--- config.mk ---
export PLATFORM = sky130hd
export DESIGN_NAME = router_fifo
export DESIGN_NICKNAME = d
export VERILOG_FILES = /design/src/rtl/router_pkg.sv /design/src/rtl/router_fifo_ctrl.sv /design/src/rtl/router_fifo.sv
export SDC_FILE = /design/constraint.sdc
export NUM_CORES = 1
export LEC_CHECK = 0
export BUFFER_PORTS_ARGS = -buffer_cell sky130_fd_sc_hd__buf_2
export CORE_MARGIN = 3
export CORE_UTILIZATION = 50
export DETAILED_ROUTE_END_ITERATION = 7
export GPL_TIMING_DRIVEN = 0
export PLACE_DENSITY = 0.74
export SLEW_MARGIN = 15
export SYNTH_ARGS = -nofsm -noshare
export SYNTH_HDL_FRONTEND = slang
export SYNTH_SLANG_ARGS = --single-unit
export TNS_END_PERCENT = 1
--- constraint.sdc ---
create_clock -name clock -period 2.7 [get_ports clock]
set_input_delay 0.405 -clock clock [delete_from_list [all_inputs] [get_ports clock]]
set_output_delay 0.405 -clock clock [all_outputs]
set_load 0.005 [all_outputs]
--- src/rtl/router_pkg.sv ---
// Shared router definitions: datapath sizes and header byte field positions.
// Header byte layout: [7:2] payload length, [1:0] destination port.
package router_pkg;

    localparam int ROUTER_DATA_W     = 8;
    localparam int ROUTER_FIFO_DEPTH = 16;
    localparam int ROUTER_FIFO_AW    = 4;

    localparam int LEN_MSB  = 7;
    localparam int LEN_LSB  = 2;
    localparam int ADDR_MSB = 1;
    localparam int ADDR_LSB = 0;

    localparam int LEN_W = LEN_MSB - LEN_LSB + 1;
    // One extra bit so a maximum-length packet plus its parity byte fits.
    localparam int CNT_W = LEN_W + 1;

    function automatic logic [LEN_W-1:0] hdr_len(input logic [ROUTER_DATA_W-1:0] hdr);
        return hdr[LEN_MSB:LEN_LSB];
    endfunction

    function automatic logic [ADDR_MSB-ADDR_LSB:0] hdr_dest(input logic [ROUTER_DATA_W-1:0] hdr);
        return hdr[ADDR_MSB:ADDR_LSB];
    endfunction

endpackage

--- src/rtl/router_fifo_ctrl.sv ---
// FIFO control for router_fifo: read/write pointers, full/empty flags and the
// packet byte counter loaded from each header read out of the FIFO.
module router_fifo_ctrl
    import router_pkg::*;
#(
    parameter int ADDR_W = ROUTER_FIFO_AW
) (
    input  logic              clock,
    input  logic              resetn,
    input  logic              soft_reset,
    input  logic              write_enb,
    input  logic              read_enb,
    input  logic              rd_tag,
    input  logic [LEN_W-1:0]  rd_len,
    output logic              full,
    output logic              empty,
    output logic              wr_en,
    output logic              rd_en,
    output logic [ADDR_W-1:0] wr_addr,
    output logic [ADDR_W-1:0] rd_addr,
    output logic [CNT_W-1:0]  count
);

    logic [ADDR_W:0] wr_ptr;
    logic [ADDR_W:0] rd_ptr;

    // Pointers carry one extra lap bit so full and empty stay distinguishable.
    assign empty   = (wr_ptr == rd_ptr);
    assign full    = (wr_ptr == {~rd_ptr[ADDR_W], rd_ptr[ADDR_W-1:0]});
    assign wr_en   = write_enb && !full;
    assign rd_en   = read_enb && !empty;
    assign wr_addr = wr_ptr[ADDR_W-1:0];
    assign rd_addr = rd_ptr[ADDR_W-1:0];

    always_ff @(posedge clock) begin
        if (resetn || soft_reset) begin
            wr_ptr <= '0;
            rd_ptr <= '0;
            count  <= '0;
        end else begin
            if (wr_en) begin
                wr_ptr <= wr_ptr + 1'b1;
            end
            if (rd_en) begin
                rd_ptr <= rd_ptr + 1'b1;
                // Header: payload bytes plus the trailing parity byte.
                if (rd_tag) begin
                    count <= CNT_W'(rd_len) + CNT_W'(1);
                end else if (count != '0) begin
                    count <= count - 1'b1;
                end
            end
        end
    end

endmodule

--- src/rtl/router_fifo.sv ---
// Per-destination 16x9 packet FIFO of the 1x3 router; tag bit 8 marks headers.
// ROUTER_FIFO_TRISTATE_EN: released data_out floats (8'bz) instead of 8'h00.
module router_fifo
    import router_pkg::*;
#(
    parameter int WIDTH  = ROUTER_DATA_W,
    parameter int DEPTH  = ROUTER_FIFO_DEPTH,
    parameter int ADDR_W = ROUTER_FIFO_AW
) (
    input  logic             clock,
    input  logic             resetn,
    input  logic             soft_reset,
    input  logic             write_enb,
    input  logic             read_enb,
    input  logic             lfd_state,
    input  logic [WIDTH-1:0] data_in,
    output logic             full,
    output logic             empty,
    output logic [WIDTH-1:0] data_out
);

`ifdef ROUTER_FIFO_TRISTATE_EN
    localparam logic [WIDTH-1:0] RELEASE_VAL = 'z;
`else
    localparam logic [WIDTH-1:0] RELEASE_VAL = '0;
`endif

    logic [WIDTH:0]      mem [DEPTH];
    logic [WIDTH:0]      rd_word;
    logic                wr_en;
    logic                rd_en;
    logic [ADDR_W-1:0]   wr_addr;
    logic [ADDR_W-1:0]   rd_addr;
    logic [CNT_W-1:0]    count;

    router_fifo_ctrl #(
        .ADDR_W (ADDR_W)
    ) u_ctrl (
        .clock      (clock),
        .resetn     (resetn),
        .soft_reset (soft_reset),
        .write_enb  (write_enb),
        .read_enb   (read_enb),
        .rd_tag     (rd_word[WIDTH]),
        .rd_len     (rd_word[LEN_MSB:LEN_LSB]),
        .full       (full),
        .empty      (empty),
        .wr_en      (wr_en),
        .rd_en      (rd_en),
        .wr_addr    (wr_addr),
        .rd_addr    (rd_addr),
        .count      (count)
    );

    assign rd_word = mem[rd_addr];

    always_ff @(posedge clock) begin
        if (resetn) begin
            for (int i = 0; i < DEPTH; i++) begin
                mem[i] <= '0;
            end
        end else if (wr_en) begin
            mem[wr_addr] <= {lfd_state, data_in};
        end
    end

    // Output is released once the whole packet (through parity) has left.
    always_ff @(posedge clock) begin
        if (resetn) begin
            data_out <= '0;
        end else if (soft_reset) begin
            data_out <= RELEASE_VAL;
        end else if (rd_en) begin
            data_out <= rd_word[WIDTH-1:0];
        end else if (count == '0) begin
            data_out <= RELEASE_VAL;
        end
    end

endmodule

==> impl_summary.log, run 1 <==
[metrics] pin count of the biggest net entering global routing: 17
[metrics] finished layout cell area: 9250 µm²
[metrics] ratio of final minimum period to clock period: 95.9%
[metrics] RSZ-0062 raised after global routing: yes
[metrics] number of iterations in the first detailed-routing pass: 5
[metrics] shortest clock period the worst path allows after layout: 2.59 ns
[metrics] number of sinks handled by clock tree synthesis: 173
[metrics] clock tree skew after final layout: 0.00992 ns
[metrics] CTS tree: yes
[metrics] DRC Markers: 0
[metrics] core outline area: 15500 µm²
[metrics] number of fillers in the final layout: 1209
[metrics] total number of vias: 4962
[metrics] post-detailed-placement cell area: 8470 µm²
[metrics] total I/O pin count: 24
[metrics] fraction of the yosys area taken by sequential cells: 60.6%
[metrics] power density cells: 599 nW/µm²
[metrics] outcome: finished, final reports clean
[metrics] CTS H-tree lvls: 4
[metrics] cell area after synthesis: 8090 µm²
[metrics] later-pin clock latency in the skew report: 0.44 ns
[metrics] area growth from synthesis to layout: 14.3%
[metrics] number of antenna violations at the first check in global routing: 0
[metrics] average wire per cell in the routed design: 21.9 µm
[metrics] row cnt: 45
[metrics] Final Net Count: 656
[metrics] number of design-rule violations left by the first detailed-router iteration: 486
[metrics] most area-hungry cell type in the Yosys netlist: sky130_fd_sc_hd__edfxtp_1
[metrics] number of nets with antenna violations after routing: 0
[metrics] transition time at the pin with the least slew margin: 0.816 ns
[metrics] count of input and output buffers: 23
[metrics] detailed placer's ending HPWL: 12700 µm
[metrics] list of cells traversed by the critical path: buf_8 > mux4_1 > mux4_2 > buf_6 > buf_6 > a31oi_1 > o22a_1 > nor2_1
[metrics] Longest Clk Path Bufs: 2
[metrics] number of global-route vias before repair: 4958
[metrics] Peak VDD IR: 0.564 mV
[metrics] layout cells sized above 1: 22.1%
[metrics] RePlAce Congestion: 0.880
[metrics] global-route wire length before repair: 28900 µm
[metrics] max-cap violations: 0
[metrics] average via count per standard cell: 5.78
[metrics] ANT cells: 0
[metrics] CTS buffer count: 17
[metrics] hold buffers post-CTS: 0
[metrics] most frequently used flop master after synthesis: sky130_fd_sc_hd__edfxtp_1
[metrics] Critical Setup Path Class: register to register
[metrics] number of warnings printed during yosys synthesis: 0
[metrics] root buffer cell: sky130_fd_sc_hd__clkbuf_16
[metrics] Die Span X: 133 µm
[metrics] Layout Utilization: 59.5%
[metrics] endpoint arrival time on the critical path: 2.90 ns
[metrics] class of the tightest hold or removal check: input pin to register
[metrics] Leakage Power: 0.00328 µW
[metrics] FFs w/ async S/R, synth: 0%
[metrics] cells after synthesis: 587
[metrics] syn_nets: 608
[metrics] worst-case reg-to-reg path depth: 8
[metrics] Crit-path slowest cell: sky130_fd_sc_hd__mux4_1
[metrics] required time worst endpoint: 3.01 ns
[metrics] detailed-route wire length: 18800 µm
[metrics] worst-path fanout max: 10
[metrics] number of synthesized flops with an enable pin: 144
[metrics] share of the synthesized area in the top cell type: 53.4%
[metrics] Distinct cells, synth: 46
[metrics] GRT Resource Usage Total: 22.1%
[metrics] Starting Density: 52.1%
[metrics] critical path's largest stage delay: 0.67 ns
[metrics] count of final max-slew check failures: 0
[metrics] CP endpoint kind: register
[metrics] Worst-path clk slew: 0.06 ns
[metrics] CP startpoint kind: register
[metrics] setup tns final: 0 ns
[metrics] post-synthesis average cell area: 13.8 µm²
[metrics] cell occurring most often along the worst timing path: sky130_fd_sc_hd__buf_6
[metrics] cell types with the largest area share after synthesis: sky130_fd_sc_hd__edfxtp_1, sky130_fd_sc_hd__and2_1, sky130_fd_sc_hd__mux4_2
[metrics] final global-route overflow total: 0
[metrics] Min-Delay Path Depth: 4
[metrics] f_max: 0.386 GHz
[metrics] Chip Height: 133 µm
[metrics] #FFs+latches synth: 173
[metrics] final hold vios: 0
[metrics] tightest slew margin relative to the limit: 45.6%
[metrics] area of the die: 17700 µm²
[metrics] setup violators final: 0
-- kinds of logic after synthesis --
logic type                 after synthesis  share of synthesized area (%)
buffers and inverters                   43                           2.61
adders and majority gates                7                           1.08
and+or+nand+nor                        256                           18.1
xor gates and xnor gates                15                           1.62
AOI/OAI and AO/OA                       40                           3.09
DFF                                    173                           60.6
muxes                                   53                           12.9
-- per-stage QoR --
stage                     total power, µW  worst slack, ns  hold WS (ns)  std cells
after global routing                 5690          -0.0576         0.329        858
final                                5540            0.110         0.317        858
after floorplan                      3240            0.382         0.458        587
after detailed placement             3360           -0.463         0.456        821
after global placement               3350           -0.355         0.457        821
after CTS                            5530           -0.126         0.307        852
-- cell usage in the layout, fill, tap and decap left out, types with 4 or more instances in the layout --
cell type,count
sky130_fd_sc_hd__and2_1,146
sky130_fd_sc_hd__edfxtp_1,144
sky130_fd_sc_hd__mux4_2,33
sky130_fd_sc_hd__dfxtp_1,29
sky130_fd_sc_hd__buf_2,27
sky130_fd_sc_hd__nor2_1,25
sky130_fd_sc_hd__clkbuf_1,21
sky130_fd_sc_hd__clkbuf_16,17
sky130_fd_sc_hd__nand2_1,16
sky130_fd_sc_hd__a21oi_1,15
sky130_fd_sc_hd__mux2i_1,12
sky130_fd_sc_hd__or2_2,11
sky130_fd_sc_hd__nand3_1,11
sky130_fd_sc_hd__nor2_4,9
sky130_fd_sc_hd__xor2_1,8
sky130_fd_sc_hd__nand4_1,8
sky130_fd_sc_hd__inv_1,7
sky130_fd_sc_hd__buf_4,7
sky130_fd_sc_hd__xnor2_1,7
sky130_fd_sc_hd__ha_1,7
sky130_fd_sc_hd__mux4_1,6
sky130_fd_sc_hd__or2_4,5
sky130_fd_sc_hd__o21ai_0,5
sky130_fd_sc_hd__buf_6,4
sky130_fd_sc_hd__nand3b_1,4
sky130_fd_sc_hd__nor3_4,4
sky130_fd_sc_hd__nor3_1,4
sky130_fd_sc_hd__a31oi_1,4
sky130_fd_sc_hd__clkinv_2,4
-- sequential cells by signal, summed over array words and instances, names as in the netlist, named ones only --
name,cells
mem,144
data_out,8
u_ctrl.count,7
u_ctrl.rd_ptr,5
u_ctrl.wr_ptr,5
-- layer usage --
layer | GRT usage (%) | vias up | wire, µm
met5 | 0 | - | 0
met2 | 35.4 | 233 | 9110
met3 | 5.14 | 30 | 1550
met1 | 30.4 | 2457 | 7820
met4 | 6.74 | 0 | 329
li1 | - | 2242 | -
-- cells in the mapped netlist (8+ instances only) --
| library cell | instances |
|---|---|
| sky130_fd_sc_hd__and2_1 | 146 |
| sky130_fd_sc_hd__edfxtp_1 | 144 |
| sky130_fd_sc_hd__nor2_1 | 36 |
| sky130_fd_sc_hd__mux4_2 | 33 |
| sky130_fd_sc_hd__dfxtp_1 | 29 |
| sky130_fd_sc_hd__clkbuf_1 | 20 |
| sky130_fd_sc_hd__nand2_1 | 16 |
| sky130_fd_sc_hd__or2_2 | 16 |
| sky130_fd_sc_hd__a21oi_1 | 15 |
| sky130_fd_sc_hd__mux2i_1 | 13 |
| sky130_fd_sc_hd__nand3_1 | 11 |
| sky130_fd_sc_hd__nand4_1 | 8 |
| sky130_fd_sc_hd__nor3_1 | 8 |
| sky130_fd_sc_hd__xor2_1 | 8 |
-- critical path, delay by kind of cell, from the launching register on --
family                 cells  cell delay [ns]
and+or+nand+nor            1             0.04
muxes                      2             1.17
AOI/OAI and AO/OA          2             0.40
buffers and inverters      3             0.48
DFF                        1             0.35
-- power breakdown --
part           leakage [µW]  switching, µW  internal, µW
logic               0.00129            209           123
registers           0.00172           24.6          2970
clock network      0.000259           1040          1180
-- cell type report --
type	count	area [µm²]	share of cell area (%)
Tap cell	211	264	2.85
Timing Repair Buffer	29	160	1.73
Inverter	7	26.3	0.284
Buffer	36	240	2.60
Clock buffer	18	429	4.64
Sequential cell	173	4900	53.0
Multi-Input combinational cell	371	3130	33.9
Clock inverter	13	92.6	1.00
-- path summary, 6_finish.rpt --
| check | to | startpoint | slack [ns] |
|---|---|---|---|
| worst max-delay path | u_ctrl.count[0] | register | 0.11 |
| worst min-delay path | u_ctrl.count[4] | soft_reset | 0.32 |
| worst max register to register | u_ctrl.count[0] | register | 0.11 |
| worst min register to register | data_out[7] | data_out[7] | 0.46 |
-- timing repair --
item	CTS	global route
pin swaps	0	9
resized for setup	20	35
cloned	0	0
setup buffers	0	6
endpoints found under the setup margin	123	141
No activity file was read; power rests on OpenSTA's default activity.
==> run 2: changes to the inputs <==
--- a/config.mk
+++ b/config.mk
@@ -5,7 +5,7 @@
 export SDC_FILE = /design/constraint.sdc
 export NUM_CORES = 1
 export LEC_CHECK = 0
-export BUFFER_PORTS_ARGS = -buffer_cell sky130_fd_sc_hd__buf_2
+export BUFFER_PORTS_ARGS = -buffer_cell sky130_fd_sc_hd__clkbuf_2
 export CORE_MARGIN = 3
 export CORE_UTILIZATION = 50
 export DETAILED_ROUTE_END_ITERATION = 7
==> impl_summary.log, run 2 (same netlist as run 1, synthesis figures left out) <==
[metrics] critical path's largest stage delay: 0.39 ns (was 0.67 ns)
[metrics] list of cells traversed by the critical path: buf_4 > buf_6 > buf_6 > mux4_2 > a22oi_2 > nand2_1 > ha_1 > mux2_2 > o22ai_1 > nor2_1 (was buf_8 > mux4_1 > mux4_2 > buf_6 > buf_6 > a31oi_1 > o22a_1 > nor2_1)
[metrics] highest metal layer with signal wires: met4 (unchanged)
[metrics] area of the die: 17700 µm² (unchanged)
[metrics] average wire per cell in the routed design: 22.4 µm (was 21.9 µm)
[metrics] CTS buffer count: 17 (unchanged)
[metrics] Final Instance Count excl. Fillers: 857 (was 858)
[metrics] number of iterations in the first detailed-routing pass: 5 (unchanged)
[metrics] average via count per standard cell: 5.79 (was 5.78)
[metrics] worst-case reg-to-reg path depth: 10 (was 8)
[metrics] Chip Height: 133 µm (unchanged)
[metrics] Die Span X: 133 µm (unchanged)
[metrics] total I/O pin count: 24 (unchanged)
[metrics] global-route wire length before repair: 29200 µm (was 28900 µm)
[metrics] r2r setup slk: 0.07 ns (was 0.11 ns)
[metrics] number of fillers in the final layout: 1233 (was 1209)
[metrics] shortest clock period the worst path allows after layout: 2.63 ns (was 2.59 ns)
[metrics] number of nets with antenna violations after routing: 0 (unchanged)
[metrics] Leakage Power: 0.00329 µW (was 0.00328 µW)
[metrics] CTS tree: yes (unchanged)
[metrics] CP bufs+invs: 3 (unchanged)
[metrics] number of global-route vias before repair: 4964 (was 4958)
[metrics] RePlAce Congestion: 0.882 (was 0.880)
[metrics] Final Net Count: 654 (was 656)
[metrics] post-detailed-placement cell area: 8470 µm² (unchanged)
[metrics] Peak VDD IR: 0.467 mV (was 0.564 mV)
[metrics] ANT cells: 0 (unchanged)
[metrics] max-cap violations: 0 (unchanged)
[metrics] finished layout cell area: 9240 µm² (was 9250 µm²)
[metrics] count of input and output buffers: 23 (unchanged)
[metrics] worst path setup slack after routing: 0.0711 ns (was 0.110 ns)
[metrics] RSZ-0062 raised after global routing: yes (unchanged)
[metrics] f_max: 0.380 GHz (was 0.386 GHz)
[metrics] detailed placer's ending HPWL: 13000 µm (was 12700 µm)
[metrics] Min-Delay Path Depth: 4 (unchanged)
[metrics] CP endpoint kind: register (unchanged)
[metrics] number of antenna violations at the first check in global routing: 0 (unchanged)
[metrics] setup tns final: 0 ns (unchanged)
[metrics] Crit-path slowest cell: sky130_fd_sc_hd__mux4_2 (was sky130_fd_sc_hd__mux4_1)
[metrics] clock tree skew after final layout: 0.00649 ns (was 0.00992 ns)
[metrics] placed insts: 821 (unchanged)
[metrics] worst-path fanout max: 10 (unchanged)
[metrics] final hold vios: 0 (unchanged)
[metrics] outcome: finished, final reports clean (unchanged)
[metrics] endpoint arrival time on the critical path: 2.93 ns (was 2.90 ns)
[metrics] largest registers in the final layout: mem (144), data_out (8), u_ctrl.count (7) (unchanged)
[metrics] Longest Clk Path Bufs: 2 (unchanged)
[metrics] setup violators final: 0 (unchanged)
[metrics] ratio of final minimum period to clock period: 97.4% (was 95.9%)
[metrics] tightest slew margin relative to the limit: 46.4% (was 45.6%)
[metrics] CTS H-tree lvls: 4 (unchanged)
[metrics] layout cells sized above 1: 21.5% (was 22.1%)
[metrics] Tot Pwr: 5700 µW (was 5540 µW)
[metrics] routed wl met2: 9510 µm (was 9110 µm)
[metrics] total number of vias: 4964 (was 4962)
[metrics] hold buffers post-CTS: 0 (unchanged)
[metrics] final global-route overflow total: 0 (unchanged)
[metrics] GRT Resource Usage Total: 22.3% (was 22.1%)
[metrics] core outline area: 15500 µm² (unchanged)
[metrics] commonest cells after routing, fill and taps aside: sky130_fd_sc_hd__and2_1, sky130_fd_sc_hd__edfxtp_1, sky130_fd_sc_hd__mux4_2 (unchanged)
[metrics] Starting Density: 52.1% (unchanged)
[metrics] length of routed met3 wiring: 1300 µm (was 1550 µm)
[metrics] number of sinks handled by clock tree synthesis: 173 (unchanged)
[metrics] row cnt: 45 (unchanged)
[metrics] CP startpoint kind: register (unchanged)
[metrics] root buffer cell: sky130_fd_sc_hd__clkbuf_16 (unchanged)
[metrics] class of the tightest hold or removal check: input pin to register (unchanged)
[metrics] delay-heaviest family, CP: multiplexers (unchanged)
[metrics] Worst-path clk slew: 0.06 ns (about the same)
[metrics] power density cells: 617 nW/µm² (was 599 nW/µm²)
[metrics] later-pin clock latency in the skew report: 0.43 ns (was 0.44 ns)
[metrics] M1 WL: 8040 µm (was 7820 µm)
[metrics] required time worst endpoint: 3.00 ns (was 3.01 ns)
[metrics] area growth from synthesis to layout: 14.2% (was 14.3%)
[metrics] detailed-route wire length: 19200 µm (was 18800 µm)
[metrics] most flop-heavy register: mem (unchanged)
[metrics] most common library cell in the layout ignoring fill and taps: sky130_fd_sc_hd__and2_1 (unchanged)
[metrics] depth of the critical timing path with buffers and inverters included: 10 (was 8)
[metrics] pin count of the biggest net entering global routing: 17 (unchanged)
[metrics] number of design-rule violations left by the first detailed-router iteration: 400 (was 486)
[metrics] cell occurring most often along the worst timing path: sky130_fd_sc_hd__buf_6 (unchanged)
[metrics] worst slack after detailed placement: -0.415 ns (was -0.463 ns)
[metrics] count of final max-slew check failures: 0 (unchanged)
[metrics] DRC Markers: 0 (unchanged)
[metrics] number of flip-flops under the largest register name: 144 (unchanged)
[metrics] Critical Setup Path Class: register to register (unchanged)
[metrics] transition time at the pin with the least slew margin: 0.805 ns (was 0.816 ns)
run 2: final timing paths:
path / from / endpoint
min reg2reg: data_out[2] / data_out[2]
max reg2reg: register / u_ctrl.count[1]
min: soft_reset / u_ctrl.count[4]
max: register / u_ctrl.count[1]
run 2: what timing repair did:
item	CTS	global route
cloned	0	0
hold endpoints to repair	0	0
endpoints found under the setup margin	133	139
resized for setup	20	24
setup buffers	0	4
pin swaps	0	5
run 2: stage by stage:
step	utilization (%)	hold slack (ns)
final	59.5	0.338
after global routing	59.5	0.344
after CTS	58.6	0.315
after detailed placement	54.5	0.466
after global placement	54.5	0.460
after floorplan	-	0.458
run 2: layer usage:
metal	global-route usage (%)	vias up
met2	36.9	194
li1	-	2235
met3	4.68	27
met5	0	-
met1	30.0	2508
met4	6.91	0
run 2: tightest hold or removal path, cell delays in order:
cell and delay (ns):
sky130_fd_sc_hd__clkbuf_2 0.10, sky130_fd_sc_hd__nor2_1 0.07, sky130_fd_sc_hd__nand3_2 0.07, sky130_fd_sc_hd__o22ai_1 0.06
run 2: area by class of cell:
| cell class | count | area [µm²] | share of cell area, % |
|---|---|---|---|
| well taps | 211 | 264 | 2.86 |
| repair buffers | 27 | 145 | 1.57 |
| clock inverters | 4 | 22.5 | 0.244 |
| inverters | 7 | 26.3 | 0.284 |
| flip-flops and latches | 173 | 4900 | 53.1 |
| clock buffers | 28 | 553 | 5.99 |
| multi-input cells | 371 | 3090 | 33.5 |
| plain buffers | 36 | 231 | 2.51 |
run 2: power breakdown:
part	internal [µW]	switching, µW	leakage (µW)
clock network	1400	986	0.000294
logic	119	207	0.00127
registers	2970	25.9	0.00172
